### config.mk
export PLATFORM = sky130hd
export DESIGN_NAME = ifu_next_pc_flat
export DESIGN_NICKNAME = d
export VERILOG_FILES = /design/src/rtl/ifu_next_pc_if.sv /design/src/rtl/ifu_next_pc.sv /design/src/flat_wrapper.sv
export SDC_FILE = /design/constraint.sdc
export NUM_CORES = 1
export LEC_CHECK = 0
export BUFFER_PORTS_ARGS = -buffer_cell sky130_fd_sc_hd__buf_2
export CORE_UTILIZATION = 45
export CTS_CLUSTER_DIAMETER = 60
export CTS_CLUSTER_SIZE = 10
export DETAILED_ROUTE_END_ITERATION = 16
export PLACE_DENSITY = 0.7
export RECOVER_POWER = 100
export SETUP_SLACK_MARGIN = 0.15
export SLEW_MARGIN = 20
export SYNTH_ARGS = -nofsm -noshare
export SYNTH_HDL_FRONTEND = slang
export SYNTH_SLANG_ARGS = --single-unit
### constraint.sdc
create_clock -name clk -period 6.5 [get_ports clk]
set_clock_uncertainty 0.2 [all_clocks]
set_input_delay 0.325 -clock clk [delete_from_list [all_inputs] [get_ports clk]]
set_output_delay 0.325 -clock clk [all_outputs]
set_load 0.02 [all_outputs]
### src/rtl/ifu_next_pc_if.sv
// Fetch-control bundle between the decode/execute side and the PC unit.
// The master drives the next-PC selection; the slave (PC unit) returns the fetch state.
interface ifu_next_pc_if;
  logic        stall;
  logic [2:0]  npc_sel;
  logic        cmp_eq;
  logic [15:0] imm16;
  logic [25:0] imm26;
  logic [31:0] rs_data;
  logic [31:0] pc;
  logic [31:0] pc_plus4;
  logic        fault;
  logic [31:0] fault_pc;
  logic [31:0] fetch_count;

  modport master (
    output stall, npc_sel, cmp_eq, imm16, imm26, rs_data,
    input  pc, pc_plus4, fault, fault_pc, fetch_count
  );

  modport slave (
    input  stall, npc_sel, cmp_eq, imm16, imm26, rs_data,
    output pc, pc_plus4, fault, fault_pc, fetch_count
  );
endinterface

### src/rtl/ifu_next_pc.sv
// PC register and next-PC selection for the single-cycle MIPS fetch stage.
// Rejected fetch targets halt fetch with a sticky fault until reset.
module ifu_next_pc #(
  parameter logic [31:0] PC_RESET  = 32'h0000_3000,
  parameter int unsigned IM_ADDR_W = 10
) (
  input logic          clk,
  input logic          reset,
  ifu_next_pc_if.slave bus
);

  localparam logic [2:0] SelSeq = 3'b000;
  localparam logic [2:0] SelBeq = 3'b001;
  localparam logic [2:0] SelBne = 3'b010;
  localparam logic [2:0] SelJmp = 3'b011;
  localparam logic [2:0] SelJr  = 3'b100;

  localparam logic [0:0] StRun  = 1'b0;
  localparam logic [0:0] StHalt = 1'b1;

  localparam logic [32:0] WinBytes = 33'd4 << IM_ADDR_W;

  logic [31:0] pc_q, pc_d;
  logic [31:0] fault_pc_q, fault_pc_d;
  logic [31:0] count_q, count_d;
  logic [0:0]  state_q, state_d;

  logic [31:0] pc_plus4;
  logic [31:0] br_tgt;
  logic [31:0] jmp_tgt;
  logic [31:0] npc;
  logic [32:0] npc_off;
  logic        npc_ok;

  assign pc_plus4 = pc_q + 32'd4;
  assign br_tgt   = pc_plus4 + {{14{bus.imm16[15]}}, bus.imm16, 2'b00};
  assign jmp_tgt  = {pc_plus4[31:28], bus.imm26, 2'b00};

  always_comb begin
    npc = pc_plus4;
    case (bus.npc_sel)
      SelSeq:  npc = pc_plus4;
      SelBeq:  npc = bus.cmp_eq ? br_tgt : pc_plus4;
      SelBne:  npc = bus.cmp_eq ? pc_plus4 : br_tgt;
      SelJmp:  npc = jmp_tgt;
      SelJr:   npc = bus.rs_data;
      default: npc = pc_plus4;
    endcase
  end

  // 33-bit offset so targets below the window never wrap into it.
  assign npc_off = {1'b0, npc} - {1'b0, PC_RESET};
  assign npc_ok  = (npc[1:0] == 2'b00) && (npc >= PC_RESET) && (npc_off < WinBytes);

  always_comb begin
    pc_d       = pc_q;
    fault_pc_d = fault_pc_q;
    count_d    = count_q;
    state_d    = state_q;
    if (state_q == StRun && !bus.stall) begin
      if (npc_ok) begin
        pc_d    = npc;
        count_d = count_q + 32'd1;
      end else begin
        fault_pc_d = npc;
        state_d    = StHalt;
      end
    end
  end

  always_ff @(posedge clk) begin
    if (reset) begin
      pc_q       <= PC_RESET;
      fault_pc_q <= 32'd0;
      count_q    <= 32'd0;
      state_q    <= StRun;
    end else begin
      pc_q       <= pc_d;
      fault_pc_q <= fault_pc_d;
      count_q    <= count_d;
      state_q    <= state_d;
    end
  end

  assign bus.pc          = pc_q;
  assign bus.pc_plus4    = pc_plus4;
  assign bus.fault       = (state_q == StHalt);
  assign bus.fault_pc    = fault_pc_q;
  assign bus.fetch_count = count_q;

endmodule

### src/flat_wrapper.sv
// flat-port wrapper written by rule: the top's interface ports become plain ports
module ifu_next_pc_flat 
#(
  parameter logic [31:0] PC_RESET  = 32'h0000_3000,
  parameter int unsigned IM_ADDR_W = 10
)
  (clk, reset, bus_stall, bus_npc_sel, bus_cmp_eq, bus_imm16, bus_imm26, bus_rs_data, bus_pc, bus_pc_plus4, bus_fault, bus_fault_pc, bus_fetch_count);
  ifu_next_pc_if bus_i ();
  input logic clk;
  input logic reset;
  input wire logic [$bits(bus_i.stall)-1:0] bus_stall;
  input wire logic [$bits(bus_i.npc_sel)-1:0] bus_npc_sel;
  input wire logic [$bits(bus_i.cmp_eq)-1:0] bus_cmp_eq;
  input wire logic [$bits(bus_i.imm16)-1:0] bus_imm16;
  input wire logic [$bits(bus_i.imm26)-1:0] bus_imm26;
  input wire logic [$bits(bus_i.rs_data)-1:0] bus_rs_data;
  output wire logic [$bits(bus_i.pc)-1:0] bus_pc;
  output wire logic [$bits(bus_i.pc_plus4)-1:0] bus_pc_plus4;
  output wire logic [$bits(bus_i.fault)-1:0] bus_fault;
  output wire logic [$bits(bus_i.fault_pc)-1:0] bus_fault_pc;
  output wire logic [$bits(bus_i.fetch_count)-1:0] bus_fetch_count;
  assign bus_i.stall = bus_stall;
  assign bus_i.npc_sel = bus_npc_sel;
  assign bus_i.cmp_eq = bus_cmp_eq;
  assign bus_i.imm16 = bus_imm16;
  assign bus_i.imm26 = bus_imm26;
  assign bus_i.rs_data = bus_rs_data;
  assign bus_pc = bus_i.pc;
  assign bus_pc_plus4 = bus_i.pc_plus4;
  assign bus_fault = bus_i.fault;
  assign bus_fault_pc = bus_i.fault_pc;
  assign bus_fetch_count = bus_i.fetch_count;
  ifu_next_pc #(.PC_RESET(PC_RESET), .IM_ADDR_W(IM_ADDR_W)) u_core (.clk(clk), .reset(reset), .bus(bus_i));
endmodule
Word level (Yosys, flattened, before mapping)

Cells that the tools add are included.

Flip-flop bits (word level): 97
Latch bits: 0
Memory bits (writable): 0
Bits in read-only memories: 0
Bits of input ports: 81
Memories: 0

Add/sub/neg operators: 4
$mul: 0
Div/mod/pow operators: 0
Magnitude comparators: 2
Equality and inequality tests: 4
Shift-type cells: 0
Multiplexer cells: 3
Bitwise gates (word level): 2
Reductions and logical operators: 7

Operators with widths:

| operator                                              | number |
|---|---|
| case mux 32 bit (4 select lines)                      | 1 |
| two-way mux 32 bit                                    | 2 |
| < comparator 33 x 13 -> 1 bit, second input constant  | 1 |
| subtractor 32 x 14 -> 33 bit, second input constant   | 1 |
| adder 32 x 1 -> 32 bit, second input constant         | 1 |
| adder 32 x 3 -> 32 bit, second input constant         | 1 |
| adder 32 bit                                          | 1 |
| >= comparator 32 x 14 -> 1 bit, second input constant | 1 |
| == test 3 x 2 -> 1 bit, second input constant         | 2 |
| AND reduction 2 bit                                   | 2 |
| == test 3 x 1 -> 1 bit, second input constant         | 1 |
| == test 3 bit, second input constant                  | 1 |
| logical AND 1 bit                                     | 3 |
| zero test 2 bit                                       | 1 |
| NOT 1 bit                                             | 2 |
| zero test 1 bit                                       | 1 |

Depth between registers and ports, before layout

Gate-level depths: netlist (run 1).

Word-level depth: 9
Mapped depth: 23
Gate-level depth less buffers: 18

Worst setup path after synthesis (run 1)

OpenSTA, ideal clock, no wires.

Path kind: flip-flop to flip-flop
Start point: reg u_core.pc_q[7], in the netlist u_core.bus.pc[7]
End point: reg u_core.fault_pc_q[15], in the netlist u_core.bus.fault_pc[15]
Setup time: 0.121 ns
Arrival time: 5.615 ns
Required time: 6.179 ns
Slack: 0.565 ns
Stages on the path, launching flop included: 20
Buffers on the path: 3
Clock period less this slack: 5.935 ns
Cells stage by stage: dfxtp_1 -> nand4_2 -> or3_1 -> buf_2 -> nor3_1 -> xnor2_1 -> ha_1 -> clkbuf_1 -> nand4_1 -> or2_2 -> nand4_1 -> o311ai_0 -> nor4b_1 -> or4b_4 -> or2_1 -> o31a_1 -> o211a_2 -> a21oi_4 -> buf_4 -> mux2_2

Word-level cells in the longest chain between the ends: 9
Elaborated cells on any way between the ends: 12
Those cells by class: add/sub: 3; order compare: 2; mux: 3; bitwise: 1; reduce/logical: 3

RTL lines:

| element                                                                               | line                                 | RTL |
|---|---|---|
| from (decl)                                                                           | ifu_next_pc.sv:23                    | `logic [31:0] pc_q, pc_d;` |
| from (signal assigned)                                                                | ifu_next_pc.sv:78                    | `pc_q <= pc_d;` |
| adder 32 x 3 -> 32 bit *                                                              | ifu_next_pc.sv:35                    | `assign pc_plus4 = pc_q + 32'd4;` |
| via bus_pc_plus4[19]                                                                  | flat_wrapper.sv:18                   | `output wire logic [$bits(bus_i.pc_plus4)-1:0] bus_pc_plus4;` |
| adder 32 bit                                                                          | ifu_next_pc.sv:36                    | `assign br_tgt = pc_plus4 + {{14{bus.imm16[15]}}, bus.imm16, 2'b00};` |
| two-way mux 32 bit, on equally long branches                                          | ifu_next_pc.sv:44, ifu_next_pc.sv:43 |  |
| case mux 32 bit (4 select lines) *                                                    | ifu_next_pc.sv:41                    | `case (bus.npc_sel)` |
| subtractor 32 x 14 -> 33 bit / >= comparator 32 x 14 -> 1 bit (equally long branches) | ifu_next_pc.sv:52, ifu_next_pc.sv:53 |  |
| < comparator 33 x 13 -> 1 bit / logical AND 1 bit (equally long branches)             | ifu_next_pc.sv:53                    | `assign npc_ok = (npc[1:0] == 2'b00) && (npc >= PC_RESET) && (npc_off < WinBytes);` |
| logical AND 1 bit *                                                                   | ifu_next_pc.sv:53                    |  |
| NOT 1 bit (no source line) *                                                          | -                                    |  |
| AND reduction 2 bit (no source line) *                                                | -                                    |  |
| to (signal assigned)                                                                  | ifu_next_pc.sv:79                    | `fault_pc_q <= fault_pc_d;` |
| to (decl)                                                                             | ifu_next_pc.sv:24                    | `logic [31:0] fault_pc_q, fault_pc_d;` |

Mark *: on every way through the listed nets, which the timed path passes. The rest lies on a longest branch.
A chain may end at the register's enable or synchronous reset.

Worst setup path after layout (run 1)

Start point: reg u_core.pc_q[11], in the netlist u_core.bus.pc[11]
End point: reg u_core.count_q[24], in the netlist u_core.bus.fetch_count[24]

Word-level cells in the longest chain between the ends: 8
Elaborated cells on any way between the ends: 11
Those cells by class: add/sub: 3; order compare: 2; mux: 3; reduce/logical: 3

RTL lines:

| element                                                                               | line                                 | RTL |
|---|---|---|
| adder 32 x 3 -> 32 bit *                                                              | ifu_next_pc.sv:35                    |  |
| adder 32 bit                                                                          | ifu_next_pc.sv:36                    |  |
| two-way mux 32 bit, on equally long branches                                          | ifu_next_pc.sv:44, ifu_next_pc.sv:43 |  |
| case mux 32 bit (4 select lines) *                                                    | ifu_next_pc.sv:41                    |  |
| subtractor 32 x 14 -> 33 bit / >= comparator 32 x 14 -> 1 bit (equally long branches) | ifu_next_pc.sv:52, ifu_next_pc.sv:53 |  |
| < comparator 33 x 13 -> 1 bit / logical AND 1 bit (equally long branches)             | ifu_next_pc.sv:53                    |  |
| logical AND 1 bit *                                                                   | ifu_next_pc.sv:53                    |  |
| AND reduction 2 bit (no source line) *                                                | -                                    |  |
| to (signal assigned)                                                                  | ifu_next_pc.sv:80                    | `count_q <= count_d;` |
| to (decl)                                                                             | ifu_next_pc.sv:25                    | `logic [31:0] count_q, count_d;` |

Mark *: on every way between the ends. The rest lies on a longest branch, timed or not.

==> flow_summary.ini, run 1 <==
[global_routing]
grt_overflow_total = 0
grt_usage_pct = 30.2
grt_antenna_before_repair = 0
grt_pass1_vias = 7838
grt_pass1_wl_mm = 42.5
grt_max_degree = 71

[sta]
slew_violations = 0
setup_viol = 0
holdWs_ps = 183
fmax_mhz = 162
rsz0062_at_grt = no
finalSetupTns_ps = 0
fin_crit_sh_pct = 94.8
finalHoldViolations = 0
min_period_ps = 6160
max_slew_margin_pct = 36.2
tightestPinTransition_ps = 949

[drt]
wirelength_met1_mm = 11.9
first_pass_iters = 6
drt-initial-drc-count = 891
wl_met3_mm = 2.35
wl_per_cell_um = 19.9
drc = 0
via_per_inst = 6.09
drtAntennaViolNets = 0
dr_wl_met2_mm = 12.9
top_layer_used = met4
finalWirelength_mm = 28.2
route.vias.total = 8639

[layout]
drive_gt1_share_pct = 20.5
nNetsFinal = 1303
stdcell_area_mm2 = 0.00958
mostFrequentLayoutCell = clkbuf_1
final_cell_mix = 120 x clkbuf_1, 93 x buf_2, 88 x dfxtp_1, 82 x nand2_1, 64 x nor2_1
stdcell_count = 1418
syn_to_final_growth_pct = 20.2
num_antenna_cells = 0
finish.utilization_pct = 55.4

[die]
die-area_mm2 = 0.0182
coreArea_mm2 = 0.0173
dieWidth_um = 135
ios = 210
initial_core_util_pct = 46.1
die-height_um = 135
num_rows = 48

[min_path]
hp-class = in -> reg

[clock_network]
h-tree-depth = 3
numCtsBuffers = 9
ctsLongestPathBuffers = 2
path_clk_slew_ps = 80
clockRootBuffer = clkbuf_16
clock_sinks = 97
clock_latency_ps = 370
cts_tree = done

[critical_path]
worstSetupEndpoint = u_core.bus.fetch_count[24]$_SDFFE_PP0P_
startpoint_type = register
crit_required_ps = 6560
r2r-end = u_core.bus.fetch_count[24]$_SDFFE_PP0P_
reg2reg_from = u_core.bus.pc[11]$_SDFFE_PP0P_
cp_max_fo = 36
end_kind = register
ff2ff_setup_slack_ps = 340
cp.arrival_ps = 6220
rr_worst_depth = 19
critPathKind = reg -> reg
critPathLaunch = u_core.bus.pc[11]$_SDFFE_PP0P_

[synthesis]
async_flop_share_pct = 0
synth_largest_area_cell = dfxtp_1
synth.distinct_cells = 80
ys_seq_elements = 97
ys_top_cells_by_area = dfxtp_1 24%, ha_1 5.2%, mux2_2 5.1%
synth_edf_count = 0
netlist_area_mm2 = 0.00797
seq_area_frac_synth_pct = 24.4
syn_inst = 1000
syn_area_per_cell_um2 = 7.97
ys_warn_count = 0
yosys_most_used_dff = dfxtp_1
synth_top_cell_area_share_pct = 24.4
syn_nets = 1115

[pwr]
power_density_mw_per_mm2 = 154
internal-power_uw = 997
peakVddDrop_mv = 0.216
comb_power_share_pct = 22.1
seq_power_share_pct = 41.5
p_sw_share_pct = 32.7
p_leak_nw = 3.83
power.clock.fraction_pct = 36.4
netSwitchingPower_uw = 483

[place]
portBuffers = 209
placed_area_mm2 = 0.00929
gp_congestion = 0.999
dp_hpwl_mm = 21.6
dp_cells = 1398

[job]
cap_violations = 0

[outcome]
status = finished, final reports clean
## cells in the mapped netlist, types with 14 or more instances
cell type and number:
xnor2_1 25, xor2_1 18, mux2i_1 14, ha_1 33, nor2_1 65, dfxtp_1 97
nand2_1 82, nand3_1 38, nand4_1 41, inv_1 30, o21ai_0 25, nor3b_1 16
nor4_1 15, mux2_2 36, nor2b_1 54, a21oi_1 44, a211oi_1 18, clkbuf_1 52
mux2_1 17, a222oi_1 18, nor3_1 44
## power by group through the flow
stage | clock [mW] | sequential (mW) | combinational, mW
5_1_grt | 0.570 | 0.615 | 0.357
3_3_place_gp | 0 | 0.628 | 0.323
4_1_cts | 0.549 | 0.614 | 0.328
3_5_place_dp | 0 | 0.628 | 0.325
6_report | 0.539 | 0.614 | 0.328
2_1_floorplan | 0 | 0.643 | 0.199
## layer usage
| metal | GRT usage (%) | vias to the layer above |
|---|---|---|
| li1 | - | 4108 |
| met1 | 40.3 | 4058 |
| met2 | 46.7 | 404 |
| met3 | 5.22 | 69 |
| met4 | 14.9 | 0 |
| met5 | 0 | - |
## critical path: stages (launching register included)
cell and delay [ps]:
dfxtp_1 440, inv_1 190, or3_4 490, nor4_1 250, xor2_1 390, ha_1 470
a21oi_1 260, o21a_1 250, o21a_1 170, o21ai_0 70, nand2_1 80, nand3_1 230
or4b_4 620, nor4b_2 340, mux2i_1 160, clkbuf_1 150, a211o_1 370, buf_12 200
nor4_1 360, mux2_2 370
## registers in the layout (all words and copies together) (netlist names)
register	cells
u_core.bus.fetch_count	32
u_core.bus.fault_pc	32
u_core.bus.pc	32
u_core.bus.fault	1
## per-stage QoR
step | total power [mW] | setup WS (ps)
2_1_floorplan | 0.841 | 565
3_3_place_gp | 0.950 | 103
3_5_place_dp | 0.953 | 62.3
4_1_cts | 1.49 | 165
5_1_grt | 1.54 | 100
6_report | 1.48 | 335
## logic make-up (layout without fill, tap and decap cells)
logic type	after synthesis	count (layout)	share of synthesized area, %
muxes	67	67	9.25
and+or+nand+nor	431	431	29.4
xor gates and xnor gates	43	43	4.73
AOI/OAI and AO/OA	225	225	21.3
buffers and inverters	103	296	5.56
adders and majority gates	34	34	5.43
DFF	97	97	24.4
## worst min-delay path by stage
stage	from	endpoint	slack (ps)	cells after the start
2_1_floorplan	u_core.bus.fault_pc[19]$_SDFFE_PP0P_	u_core.bus.fault_pc[19]$_SDFFE_PP0P_	330	2
3_3_place_gp	u_core.bus.fault_pc[3]$_SDFFE_PP0P_	u_core.bus.fault_pc[3]$_SDFFE_PP0P_	240	2
3_5_place_dp	u_core.bus.fault_pc[21]$_SDFFE_PP0P_	u_core.bus.fault_pc[21]$_SDFFE_PP0P_	250	2
4_1_cts	bus_stall	u_core.bus.fault_pc[20]$_SDFFE_PP0P_	180	4
5_1_grt	bus_stall	u_core.bus.fault_pc[20]$_SDFFE_PP0P_	240	4
6_report	bus_stall	u_core.bus.fault_pc[20]$_SDFFE_PP0P_	180	4
## area by class of cell
type | instances | area, um^2
multi-input combinational | 800 | 5710
sequential | 97 | 1950
clock inverter | 7 | 71.3
clock buffer | 9 | 225
timing repair buffer | 250 | 1230
fill | 1714 | 7710
tap | 225 | 282
inverter | 30 | 113
## timing repair
item,in CTS,in global routing
setup buffers,0,4
gates resized for setup,1,38
pin swaps,0,4
hold buffers,0,0
setup endpoints to repair,11,97
(Power assumes the default switching activity.)
==> run 2: changes to the inputs <==
--- a/config.mk
+++ b/config.mk
@@ -8,2 +8,3 @@
 export BUFFER_PORTS_ARGS = -buffer_cell sky130_fd_sc_hd__buf_2
+export CORE_ASPECT_RATIO = 1.4
 export CORE_UTILIZATION = 45
@@ -12,3 +13,3 @@
 export DETAILED_ROUTE_END_ITERATION = 16
-export PLACE_DENSITY = 0.7
+export PLACE_DENSITY = 0.73
 export RECOVER_POWER = 100
==> constraint.sdc (replaced) <==
create_clock -name clk -period 5.4 [get_ports clk]
set_clock_uncertainty 0.2 [all_clocks]
set_input_delay 0.27 -clock clk [delete_from_list [all_inputs] [get_ports clk]]
set_output_delay 0.27 -clock clk [all_outputs]
set_load 0.1 [all_outputs]
==> flow_summary.ini, run 2 (same netlist as run 1, synthesis figures left out) <==
[drt]
drt-initial-drc-count = 707
finalWirelength_mm = 32.6
first_pass_iters = 5
drc = 0
route.vias.total = 9584
drtAntennaViolNets = 0
wl_per_cell_um = 20.4
via_per_inst = 5.98

[min_path]
hold-path-cell-count = 4
hp-class = in -> reg

[die]
dieWidth_um = 114
ios = 210
num_rows = 57
die-area_mm2 = 0.0183
die-height_um = 159
initial_core_util_pct = 46.0
coreArea_mm2 = 0.0173

[critical_path]
critPathKind = reg -> reg
crit_family = simple AND/OR/NAND/NOR gates
crit_path_max_incr_delay_ps = 550
path_depth = 19
critPathSlowestCell = or4b_4
startpoint_type = register
crit_buf_inv = 3
end_kind = register
crit_top_cell = nand4_1
crit_required_ps = 5480
cp_max_fo = 25
crit_path_cell_trace = nand4_1 > or3_4 > buf_12 > nor4_4 > xor2_4 > ha_4 > nand4_1 > or2_4 > nand4_1 > o311ai_1 > nor4b_2 > or4b_4 > or2_4 > o22a_1 > a211o_1 > buf_12 > buf_4 > or4_1 > a21oi_1
rr_worst_depth = 19
cp.arrival_ps = 5480

[clock_network]
ctsLongestPathBuffers = 2
path_clk_slew_ps = 70
clock_sinks = 97
clock_latency_ps = 360
h-tree-depth = 3
numCtsBuffers = 9
clockRootBuffer = clkbuf_16
cts_tree = done

[global_routing]
grt_overflow_total = 0
grt_pass1_wl_mm = 48.4
grt_pass1_vias = 9382
grt_max_degree = 78
grt_usage_pct = 34.1
grt_antenna_before_repair = 1

[sta]
max_slew_margin_pct = 18.6
tightestPinTransition_ps = 1230
holdWs_ps = 224
rsz0062_at_grt = yes
fmax_mhz = 185
min_period_ps = 5390
setup_viol = 0
fin_ws_ps = 5.07
fin_crit_sh_pct = 99.9
slew_violations = 0
finalHoldViolations = 0

[layout]
syn_to_final_growth_pct = 56.3
final_cell_mix = 186 x buf_4, 129 x clkbuf_1, 79 x nand2_1, 79 x buf_2, 74 x dfxtp_1
nNetsFinal = 1476
mostFrequentLayoutCell = buf_4
drive_gt1_share_pct = 40.8
num_antenna_cells = 0

[pwr]
p_leak_nw = 5.20
total_power_mw = 2.00
peakVddDrop_mv = 0.199
power_density_mw_per_mm2 = 161

[outcome]
status = finished, final reports clean

[place]
portBuffers = 209
dp_hpwl_mm = 24.4
pre_cts_ws_ps = -160
gp_congestion = 1.02

[job]
cap_violations = 0
## run 2: where the power goes
part	total (mW)	switching (mW)	internal (mW)
clock	0.619	0.302	0.317
combinational	0.652	0.413	0.239
sequential	0.731	0.00917	0.722
## run 2: layout make-up
| cell class | instances | area [um^2] |
|---|---|---|
| inverter | 30 | 116 |
| multi-input combinational | 800 | 7020 |
| sequential | 97 | 2020 |
| fill | 1390 | 4870 |
| timing repair buffer | 423 | 2730 |
| tap | 236 | 295 |
| clock inverter | 7 | 52.6 |
| clock buffer | 9 | 225 |
## run 2: worst paths after layout
path | start | to | slack (ps)
hold reg to reg | u_core.bus.fault_pc[0]$_SDFFE_PP0P_ | u_core.bus.fault_pc[0]$_SDFFE_PP0P_ | 270
hold / removal | bus_rs_data[8] | u_core.bus.fault_pc[8]$_SDFFE_PP0P_ | 220
setup reg to reg | u_core.bus.pc[14]$_SDFFE_PP0P_ | u_core.bus.fetch_count[2]$_SDFFE_PP0P_ | 5
setup / recovery | u_core.bus.pc[14]$_SDFFE_PP0P_ | u_core.bus.fetch_count[2]$_SDFFE_PP0P_ | 5
## run 2: what timing repair did
item	in CTS	in global routing
hold buffers	0	0
setup buffers	14	17
hold endpoints to repair	0	0
resized for setup	51	105
pin swaps	26	39
endpoints found under the setup margin	97	97
gates cloned	0	3
## run 2: routing by layer
| layer | routed length, um | track usage (%) | part of all wire, % | up-vias |
|---|---|---|---|---|
| met1 | 11800 | 36.7 | 36 | 4588 |
| met3 | 1880 | 6.05 | 5.8 | 132 |
| met5 | 13 | 0 | 0.040 | - |
| li1 | - | - | - | 4450 |
| met4 | 2380 | 23.7 | 7.3 | 2 |
| met2 | 16500 | 59.7 | 51 | 412 |
## run 2: worst min-delay path, stage by stage
cell and delay, ps:
buf_2 80, a222oi_1 60, a21oi_1 190, mux2_1 150
## run 2: metrics by stage
step                cell area [um^2]  setup TNS, ps  std cells  util (%)
floorplan                       8840         -58530       1000         -
global placement               11300          -2860       1552      65.0
detailed placement             11300          -7690       1552      65.0
CTS                            11900              0       1582      68.5
global route                   12500         -21820       1602      71.9
finish                         12500              0       1602      71.9
==> run 3: changes to the inputs <==
- ABC_AREA: default -> 1
- PLACE_DENSITY: 0.73 -> 0.71
==> flow_summary.ini, run 3 <==
[clock_network]
numCtsBuffers = 9
cts_tree = done
h-tree-depth = 3
clockRootBuffer = clkbuf_16
ctsLongestPathBuffers = 2
clock_latency_ps = 370
path_clk_slew_ps = 80
clock_sinks = 97

[critical_path]
cp.arrival_ps = 5110
critPathKind = reg -> reg
crit_path_max_incr_delay_ps = 400
cp_max_fo = 6
crit_required_ps = 5500
startpoint_type = register
crit_top_cell = nand2_1
end_kind = register
critPathSlowestCell = dfxtp_4

[drt]
drt-initial-drc-count = 771
first_pass_iters = 5
finalWirelength_mm = 37.2
route.vias.total = 11300
drtAntennaViolNets = 0
drc = 0
via_per_inst = 5.35
wl_per_cell_um = 17.7

[min_path]
hp-class = in -> reg

[synthesis]
synth_edf_count = 0
syn_nets = 1767
synthTopCellsByCount = 498 x nand2_1, 307 x inv_1, 222 x nor2_1
ys_warn_count = 0
async_flop_share_pct = 0
yosys_most_used_dff = dfxtp_1
syn_area_per_cell_um2 = 5.55
seq_area_frac_synth_pct = 21.2
synth_top_cell_area_share_pct = 21.2
synth_largest_area_cell = dfxtp_1
ys_top_cells_by_area = dfxtp_1 21%, nand2_1 20%, inv_1 13%
netlist_area_mm2 = 0.00918
ys_seq_elements = 97
synth.distinct_cells = 45
synth_most_common_cell = nand2_1
syn_inst = 1652

[sta]
setup_viol = 0
slew_violations = 0
tightestPinTransition_ps = 1340
fin_crit_sh_pct = 92.9
min_period_ps = 5010
max_slew_margin_pct = 11.2
rsz0062_at_grt = no
finalHoldViolations = 0
holdWs_ps = 173
fmax_mhz = 199

[layout]
stdcell_count = 2107
fill_cells = 2167
num_antenna_cells = 0
finish.utilization_pct = 56.6
stdcell_area_mm2 = 0.0113
nNetsFinal = 1965
final_cell_mix = 491 x nand2_1, 304 x inv_1, 203 x nor2_1, 137 x nand3_1, 129 x clkbuf_1
drive_gt1_share_pct = 14.9
mostFrequentLayoutCell = nand2_1
syn_to_final_growth_pct = 22.8

[job]
cap_violations = 0

[die]
die-height_um = 171
ios = 210
die-area_mm2 = 0.0210
num_rows = 61
initial_core_util_pct = 46.1
dieWidth_um = 123
coreArea_mm2 = 0.0199

[pwr]
total_power_mw = 2.07
p_leak_nw = 5.79
power_density_mw_per_mm2 = 184
peakVddDrop_mv = 0.173

[global_routing]
grt_pass1_vias = 10400
grt_max_degree = 96
grt_pass1_wl_mm = 54.7
grt_overflow_total = 0
grt_antenna_before_repair = 0
grt_usage_pct = 35.1

[place]
dp_cells = 2080
portBuffers = 209
placed_area_mm2 = 0.0106
dp_hpwl_mm = 29.9
gp_congestion = 1.03

[outcome]
status = finished, final reports clean
-- run 3: path summary, 6_finish.rpt --
| path | start | end | slack, ps | cells past startpoint |
|---|---|---|---|---|
| hold / removal | bus_rs_data[3] | u_core.bus.fault_pc[3]$_SDFFE_PP0P_ | 170 | 5 |
| hold reg to reg | u_core.bus.fault_pc[25]$_SDFFE_PP0P_ | u_core.bus.fault_pc[25]$_SDFFE_PP0P_ | 280 | 2 |
| setup reg to reg | u_core.bus.pc[2]$_SDFFE_PP0P_ | u_core.bus.pc[4]$_SDFFE_PP0P_ | 390 | 29 |
| setup / recovery | u_core.bus.pc[2]$_SDFFE_PP0P_ | u_core.bus.pc[4]$_SDFFE_PP0P_ | 390 | 29 |
-- run 3: worst max-delay path: cells and delay by family, from the launching register on --
| family | cells | cell delay [ps] |
|---|---|---|
| AO/OA/AOI/OAI | 1 | 170 |
| XOR/XNOR | 1 | 200 |
| adder cells (fa/ha/maj) | 2 | 490 |
| buffers and inverters | 1 | 230 |
| flip-flops | 1 | 400 |
| AND/OR/NAND/NOR | 24 | 3230 |
-- run 3: metrics by stage --
stage	setup TNS, ps	setup slack [ps]
after global placement	-189	-189
final	0	385
after detailed placement	-193	-193
after CTS	0	177
after global routing	0	64.9
after floorplan	0	192
-- run 3: timing repair --
| item | CTS | global route |
|---|---|---|
| buffers inserted | 0 | 6 |
| resized for setup | 6 | 90 |
| pin swaps | 0 | 11 |
| cloned | 0 | 4 |
| setup endpoints to repair | 96 | 97 |
| hold buffers | 1 | 0 |
| endpoints found under the hold margin | 2 | 0 |
-- run 3: kinds of logic after synthesis --
logic type      synth area share [%]
compound gates                  6.67
xor+xnor                        1.43
fa+ha+maj                       4.72
buf+inv                         16.2
flops                           21.2
simple gates                    49.8
-- run 3: layout make-up --
type	instances	area [um^2]	share of cell area, %
timing repair buffer	237	1180	10.5
sequential	97	1980	17.6
clock buffer	9	225	2.00
clock inverter	7	97.6	0.866
multi-input combinational	1180	6240	55.4
inverter	325	1220	10.9
tap	252	315	2.80
-- run 3: layer usage --
metal | routed length (um) | GRT usage (%) | vias to the layer above | part of all wire, %
met3 | 2260 | 5.57 | 141 | 6.1
met4 | 3090 | 29.3 | 0 | 8.3
met1 | 13900 | 36.7 | 5093 | 37
met5 | 0 | 0 | - | 0
li1 | - | - | 5562 | -
met2 | 18000 | 61.1 | 466 | 48
-- run 3: report_power, final --
part | internal [mW] | switching [mW] | leakage, nW
Sequential | 0.734 | 0.0146 | 0.798
Clock | 0.374 | 0.329 | 0.158
Combinational | 0.148 | 0.470 | 4.83
Total | 1.26 | 0.814 | 5.79
